**src/rtl/scc_mem_pkg.sv**
```systemverilog
// scc_mem_pkg: shared encodings for the unified memory port arbiter
package scc_mem_pkg;
  typedef enum logic [1:0] {ARB_IDLE, ARB_ISSUE, ARB_WAIT, ARB_DONE} arb_state_e;
  localparam logic OWN_IF = 1'b0;
  localparam logic OWN_D = 1'b1;
  localparam int DEF_MEM_LATENCY = 1;
endpackage

```
**src/rtl/mem_arb_prio.sv**
```systemverilog
// mem_arb_prio: data-first grant decision with a starvation guard for fetch
module mem_arb_prio #(
  parameter int STARVE_LIMIT = 4,
  parameter int CW = $clog2(STARVE_LIMIT + 1)
) (
  input  logic clk,
  input  logic rst,
  input  logic en_i,
  input  logic if_req_i,
  input  logic d_req_i,
  output logic gnt_if_o,
  output logic gnt_d_o
);
  logic [CW-1:0] cnt_q, cnt_d;
  logic at_lim;
  // data wins unless fetch has been passed over STARVE_LIMIT times in a row
  always_comb begin
    at_lim = cnt_q == CW'(STARVE_LIMIT);
    gnt_d_o = en_i && d_req_i && !(if_req_i && at_lim);
    gnt_if_o = en_i && if_req_i && !gnt_d_o;
    cnt_d = !en_i ? cnt_q :
            (!if_req_i || gnt_if_o) ? '0 :
            (gnt_d_o && !at_lim) ? cnt_q + CW'(1) : cnt_q;
  end
  // starvation counter register
  always_ff @(posedge clk) begin
    if (rst) cnt_q <= '0;
    else cnt_q <= cnt_d;
  end
endmodule

```
**src/rtl/mem_port_arbiter.sv**
```systemverilog
// mem_port_arbiter: shares one fixed-latency memory port between fetch and data
module mem_port_arbiter
  import scc_mem_pkg::*;
#(
  parameter int ADDR_W = 32,
  parameter int DATA_W = 32,
  parameter int MEM_LATENCY = DEF_MEM_LATENCY,
  parameter int STARVE_LIMIT = 4
) (
  input  logic              clk,
  input  logic              rst,
  input  logic              if_req,
  input  logic [ADDR_W-1:0] if_addr,
  output logic [DATA_W-1:0] if_rdata,
  output logic              if_valid,
  output logic              if_stall,
  input  logic              d_req,
  input  logic              d_we,
  input  logic [ADDR_W-1:0] d_addr,
  input  logic [DATA_W-1:0] d_wdata,
  output logic [DATA_W-1:0] d_rdata,
  output logic              d_valid,
  output logic              d_stall,
  output logic [ADDR_W-1:0] mem_addr,
  output logic [DATA_W-1:0] mem_wdata,
  output logic              mem_we,
  output logic              mem_re,
  input  logic [DATA_W-1:0] mem_rdata,
  output logic              busy
);
  arb_state_e state_q, state_d;
  logic owner_q, owner_d, we_q, we_d;
  logic [ADDR_W-1:0] addr_q, addr_d;
  logic [DATA_W-1:0] wdata_q, wdata_d, if_rdata_q, if_rdata_d, d_rdata_q, d_rdata_d;
  logic [3:0] lat_q, lat_d;
  logic gnt_if, gnt_d;

  mem_arb_prio #(.STARVE_LIMIT(STARVE_LIMIT)) u_prio (
    .clk      (clk),
    .rst      (rst),
    .en_i     (state_q == ARB_IDLE),
    .if_req_i (if_req),
    .d_req_i  (d_req),
    .gnt_if_o (gnt_if),
    .gnt_d_o  (gnt_d)
  );

  // access sequencing: latch the winner, strobe once, count out the read latency
  always_comb begin
    state_d = state_q;
    owner_d = owner_q;
    we_d = we_q;
    addr_d = addr_q;
    wdata_d = wdata_q;
    lat_d = lat_q;
    if_rdata_d = if_rdata_q;
    d_rdata_d = d_rdata_q;
    case (state_q)
      ARB_IDLE: if (gnt_d || gnt_if) begin
        state_d = ARB_ISSUE;
        owner_d = gnt_d ? OWN_D : OWN_IF;
        we_d = gnt_d && d_we;
        addr_d = gnt_d ? d_addr : if_addr;
        wdata_d = d_wdata;
      end
      ARB_ISSUE: begin
        state_d = we_q ? ARB_DONE : ARB_WAIT;
        lat_d = 4'(MEM_LATENCY);
      end
      ARB_WAIT: begin
        lat_d = lat_q - 4'd1;
        if (lat_q == 4'd1) begin
          state_d = ARB_DONE;
          if_rdata_d = owner_q == OWN_IF ? mem_rdata : if_rdata_q;
          d_rdata_d = owner_q == OWN_D ? mem_rdata : d_rdata_q;
        end
      end
      ARB_DONE: state_d = ARB_IDLE;
    endcase
  end

  // state and datapath registers; reset abandons any access in flight
  always_ff @(posedge clk) begin
    if (rst) begin
      state_q <= ARB_IDLE;
      owner_q <= OWN_IF;
      we_q <= 1'b0;
      addr_q <= '0;
      wdata_q <= '0;
      lat_q <= '0;
      if_rdata_q <= '0;
      d_rdata_q <= '0;
    end else begin
      state_q <= state_d;
      owner_q <= owner_d;
      we_q <= we_d;
      addr_q <= addr_d;
      wdata_q <= wdata_d;
      lat_q <= lat_d;
      if_rdata_q <= if_rdata_d;
      d_rdata_q <= d_rdata_d;
    end
  end

  assign if_rdata = if_rdata_q;
  assign d_rdata = d_rdata_q;
  assign if_valid = state_q == ARB_DONE && owner_q == OWN_IF;
  assign d_valid = state_q == ARB_DONE && owner_q == OWN_D;
  assign if_stall = if_req && !if_valid;
  assign d_stall = d_req && !d_valid;
  assign mem_addr = addr_q;
  assign mem_wdata = wdata_q;
  assign mem_re = state_q == ARB_ISSUE && !we_q;
  assign mem_we = state_q == ARB_ISSUE && we_q;
  assign busy = state_q != ARB_IDLE;
endmodule
```
**config.mk**
```make
export PLATFORM = sky130hd
export DESIGN_NAME = mem_port_arbiter
export DESIGN_NICKNAME = d
export VERILOG_FILES = /design/src/rtl/scc_mem_pkg.sv /design/src/rtl/mem_arb_prio.sv /design/src/rtl/mem_port_arbiter.sv
export SDC_FILE = /design/constraint.sdc
export NUM_CORES = 1
export LEC_CHECK = 0
export ABC_CLOCK_PERIOD_IN_PS = 4100
export BUFFER_PORTS_ARGS = -buffer_cell sky130_fd_sc_hd__buf_2
export CORE_MARGIN = 4
export CORE_UTILIZATION = 29
export DETAILED_ROUTE_END_ITERATION = 7
export GPL_TIMING_DRIVEN = 0
export PLACE_DENSITY_LB_ADDON = 0.08
export SETUP_SLACK_MARGIN = 0.1
export SYNTH_ARGS = -nofsm -noshare
export SYNTH_HDL_FRONTEND = slang
export SYNTH_SLANG_ARGS = --single-unit
```
**constraint.sdc**
```tcl
create_clock -name clk -period 4.1 [get_ports clk]
set_clock_uncertainty 0.05 [all_clocks]
set_input_delay 0.615 -clock clk [delete_from_list [all_inputs] [get_ports clk]]
set_output_delay 0.615 -clock clk [all_outputs]
set_load 0.01 [all_outputs]
```
Yosys cells after proc, flatten, opt, wreduce, memory -nomap -nowiden --
Cells that the tools add are included.
Storage, ports and cells: flip-flop bits (word level) 139, output and inout bits 135, word-level logic and storage cells 59
Operators by class: $add $sub $neg 2, equal/unequal tests 7, multiplexer cells 9, bitwise gates (word level) 1, reductions and logical operators 31
Operators with widths (count):
- $mux 32 | 1
- $logic_and 1x1->1 | 13
- $pmux 2 s4 | 1
- $pmux 4 s2 | 1
- $logic_not 1->1 | 7
- $mux 3 | 2
- $reduce_and 2->1 | 3
- $reduce_and 3->1 | 2
- $reduce_bool 2->1 | 3
- $eq 2x2->1 const B | 2
- $eq 4x1->1 const B | 1
- $mux 2 | 2
- $ne 2x2->1 const B | 2
- $sub 4x1->4 const B | 1
- $add 3x1->3 const B | 1
- $eq 3x3->1 const B | 1
- $eq 2x1->1 const B | 1
- $logic_not 2->1 | 1
- $logic_or 1x1->1 | 2
- $mux 1 | 2
- $not 1->1 | 1

Depth between registers and ports, before layout --
depth in word-level cells 9, mapped depth 8

Hierarchy --
A second synthesis with hierarchy kept.
Unflattened totals: cell total of the unflattened synthesis 660, area total of the unflattened synthesis 5799.3 µm²
Modules (own cells, without submodules):
- mem_port_arbiter | times used 1, cells an instance 636, area each 5612.9 µm², sequential area each 2722.6 µm²
- mem_arb_prio | times used 1, cells an instance 24, area each 186.4 µm², sequential area each 60.1 µm²

Least setup slack after synthesis --
No wires, ideal clock.
kind reg2reg, from register lat_q[0], to register state_q[0], library setup time 121 ps, arrival time 1556 ps, slack 2373 ps, cell stages (with the launch flop) 5, buffers on the path 0, period minus slack after synthesis 1727 ps, cell sequence dfxtp_1 > ha_1 > or3b_2 > a22oi_1 > mux2_2
Between the ends: word-level cells in the longest chain between the ends 3
Ends and longest elaborated chain:
- start, declared | line mem_port_arbiter.sv:35 | logic [3:0] lat_q, lat_d;
- start signal, assigned | line mem_port_arbiter.sv:99 | lat_q <= lat_d;
- $eq 4x1->1 | line mem_port_arbiter.sv:72 | if (lat_q == 4'd1) begin
- $ne 2x2->1 (no source line)
- $reduce_and 2->1 (no source line)
- end signal, assigned | line mem_port_arbiter.sv:94 | state_q <= state_d;
- end, declared | line mem_port_arbiter.sv:31 | arb_state_e state_q, state_d;
Every way passes these cells. A chain may end at the register's enable or synchronous reset.

Worst setup path after layout --
from register owner_q, to output d_stall
Between the ends: word-level cells in the longest chain between the ends 3
Ends and longest elaborated chain:
- start, declared | line mem_port_arbiter.sv:32 | logic owner_q, owner_d, we_q, we_d;
- start signal, assigned | line mem_port_arbiter.sv:95 | owner_q <= owner_d;
- $logic_and 1x1->1 | line mem_port_arbiter.sv:108 | assign d_valid = state_q == ARB_DONE && owner_q == OWN_D;
- $logic_not 1->1 | line mem_port_arbiter.sv:110 | assign d_stall = d_req && !d_valid;
- $logic_and 1x1->1 | line mem_port_arbiter.sv:110
- end, declared | line mem_port_arbiter.sv:23 | output logic d_stall,
Every way passes these cells.

==> impl_metrics.json <==
{
  "hold_viol": 0,
  "async_flop_share": 0,
  "post_cts_buffers": 0,
  "cts_resized": 0,
  "syn_area_sq_mm": 0.00577,
  "tightest_slew_ns": 0.622,
  "synth_seq_cells": 139,
  "wl_microns": 19800,
  "num_vias": 5892,
  "syn2layout_area_growth_pct": 39.5,
  "min_period_over_period": 0.567,
  "grt_pass1_vias": 5717,
  "hpwl_microns": 14800,
  "portBuffers": 266,
  "drive_above_1_share": 0.348,
  "seq_area_frac_synth": 0.482,
  "tns_ns": 0,
  "gr-usage-all-layers": 0.175,
  "clock_path_buffers": 2,
  "ys.flop_type": "dfxtp_1",
  "seqPwrFrac": 0.355,
  "dp_slack_ns": 1.74,
  "synth.area.top_cells": "dfxtp_1, a21oi_1, o21ai_0, a211oi_2, nand3_1",
  "fp.dieH_microns": 149,
  "syn_area_per_cell_sq_um": 8.27,
  "cts_sinks": 139,
  "path_clk_slew_ns": 0.06,
  "cp_max_fo": 10,
  "rsz0062_at_grt": "false",
  "die-area_sq_mm": 0.0222,
  "cp.arrival_ns": 1.66,
  "drtIter0Drc": 267,
  "setup_slack_ns": 1.78,
  "antenna_found_initial": 1,
  "status": "completed",
  "cts_hold_buf": 0,
  "wl_per_cell_microns": 15.7,
  "htreeDepth": 4,
  "gp_congestion": 0.762,
  "clk_latency_ns": 0.41,
  "netlist_instances": 698,
  "fin_crit_ns": 2.32,
  "cts_tree": "done",
  "power_density_mw_per_mm2": 602,
  "p_sw_frac": 0.346,
  "cap_viol_max_count": 0,
  "nFillCells": 2127,
  "maxSlewHeadroom": 0.586,
  "clockPowerShare": 0.339,
  "firstDrtPassIters": 4,
  "synth_edf_count": 0,
  "drc_errors": 0,
  "drv_slew": 0,
  "grt_max_degree": 17,
  "ios": 268,
  "comb_power_share": 0.306,
  "cellLeakagePower_nw": 3.47,
  "fmax_ghz": 0.430,
  "rows": 51,
  "crit_required_ns": 3.43,
  "yosysTopAreaCell": "dfxtp_1",
  "p_int_mw": 3.17,
  "yosysWarnings": 0,
  "endpoint_kind": "output port",
  "cts_root_buf": "clkbuf_16",
  "switchingPower_mw": 1.68,
  "grt_overflow": 0,
  "ys_types": 36,
  "setup_viol": 0,
  "nets": 1125,
  "grt_first_pass_wirelength_microns": 30900,
  "hold_class": "primary input to flip-flop",
  "synth_fp_nets": 840,
  "irDropWorstVdd_mv": 0.267,
  "core_area_sq_mm": 0.0195,
  "die_w_microns": 149,
  "critPathLaunchType": "flip-flop",
  "start_util": 0.296,
  "vias_per_cell": 4.67,
  "worst-setup-path-type": "flip-flop to output port",
  "cts_buffers": 17,
  "ant_nets": 0,
  "yosys.area.top_type_share": 0.482
}
-- routing by layer --
layer | wire (microns) | share of wire | vias to the layer above | GRT usage
met5 | 0 | 0 | - | 0
met4 | 232 | 0.012 | 0 | 0.0577
met3 | 1280 | 0.065 | 14 | 0.0459
met2 | 9180 | 0.46 | 170 | 0.278
met1 | 9100 | 0.46 | 2697 | 0.232
li1 | - | - | 3011 | -
-- cell usage after synthesis (2+ instances only) --
cell / instances
a211oi_1: 3
a211oi_2: 29
a21oi_1: 100
and2_1: 3
buf_1: 3
buf_2: 15
buf_6: 4
clkbuf_1: 46
dfxtp_1: 139
ha_1: 9
inv_1: 12
mux2i_1: 2
nand2_1: 72
nand3_1: 66
nand4b_1: 2
nor2_1: 35
nor2b_1: 5
nor3_1: 36
o21ai_0: 100
-- layout make-up --
| type | instances | area, sq um | area share |
|---|---|---|---|
| diodes | 1 | 2.50 | 0.000311 |
| plain buffers | 68 | 304 | 0.0378 |
| clock buffers | 20 | 447 | 0.0555 |
| clock inverters | 11 | 168 | 0.0208 |
| inverters | 13 | 48.8 | 0.00606 |
| multi-input cells | 478 | 2640 | 0.327 |
| flip-flops and latches | 139 | 2780 | 0.346 |
| well taps | 265 | 332 | 0.0412 |
| repair buffers | 266 | 1330 | 0.165 |
-- path summary, 6_finish.rpt --
kind	start	endpoint	slack, ns	depth (start not counted)
setup / recovery	owner_q	d_stall	1.78	4
hold / removal	d_wdata[7]	mem_wdata[7]	0.38	3
setup reg to reg	state_q[0]	mem_addr[19]	2.03	7
hold reg to reg	mem_wdata[30]	mem_wdata[30]	0.40	2
-- logic make-up (layout without fill, tap and decap cells) --
family / after synthesis / count (layout) / share of synthesized area
adder cells (fa/ha/maj): 9 / 9 / 0.0195
AO/OA/AOI/OAI: 238 / 238 / 0.249
buffers and inverters: 81 / 378 / 0.0611
AND/OR/NAND/NOR: 226 / 226 / 0.180
other: 0 / 1 / 0
XOR/XNOR: 2 / 2 / 0.00304
multiplexers: 3 / 3 / 0.00542
flip-flops: 139 / 139 / 0.482
-- critical path, cell delays in order (launching register included) --
cell      delay, ns
dfxtp_1        0.42
clkbuf_1       0.36
and2_1         0.27
nor2b_1        0.06
buf_2          0.13
-- power groups by stage --
stage / registers, mW / logic (mW) / clock network [mW]
global placement: 1.75 / 1.51 / 0
global route: 1.75 / 1.65 / 1.74
CTS: 1.72 / 1.51 / 1.68
floorplan: 1.84 / 0.819 / 0
detailed placement: 1.75 / 1.51 / 0
finish: 1.72 / 1.48 / 1.64
-- state kept, by name, summed over array words and instances (netlist names) --
| name | cells |
|---|---|
| d_rdata | 32 |
| if_rdata | 32 |
| mem_addr | 32 |
| mem_wdata | 32 |
| lat_q | 4 |
| u_prio.cnt_q | 3 |
| state_q | 2 |
| owner_q | 1 |
| we_q | 1 |
-- metrics by stage --
stage	hold WS (ns)	power [mW]	util	cells	area [sq um]
final	0.384	4.85	0.412	1261	8050
after CTS	0.362	4.92	0.412	1260	8050
after floorplan	0.415	2.66	-	698	5770
after global placement	0.391	3.26	0.381	1229	7430
after detailed placement	0.395	3.25	0.381	1229	7430
after global routing	0.381	5.14	0.412	1261	8050
-- layout by cell type (no fill, tap or decap), types with 2 or more instances in the layout --
master,count
a211oi_1,3
ha_1,9
buf_2,281
inv_6,2
clkbuf_16,17
nand2_1,72
a211oi_2,29
o21ai_0,100
clkinv_2,3
inv_1,12
dfxtp_1,139
mux2i_1,2
nor2_1,35
bufinv_16,4
buf_6,4
and2_1,3
nand3_1,66
buf_1,3
nor3_1,36
clkbuf_1,48
clkinvlp_4,2
a21oi_1,100
nand4b_1,2
nor2b_1,5
Note: power is estimated with default switching activity, not from simulation.
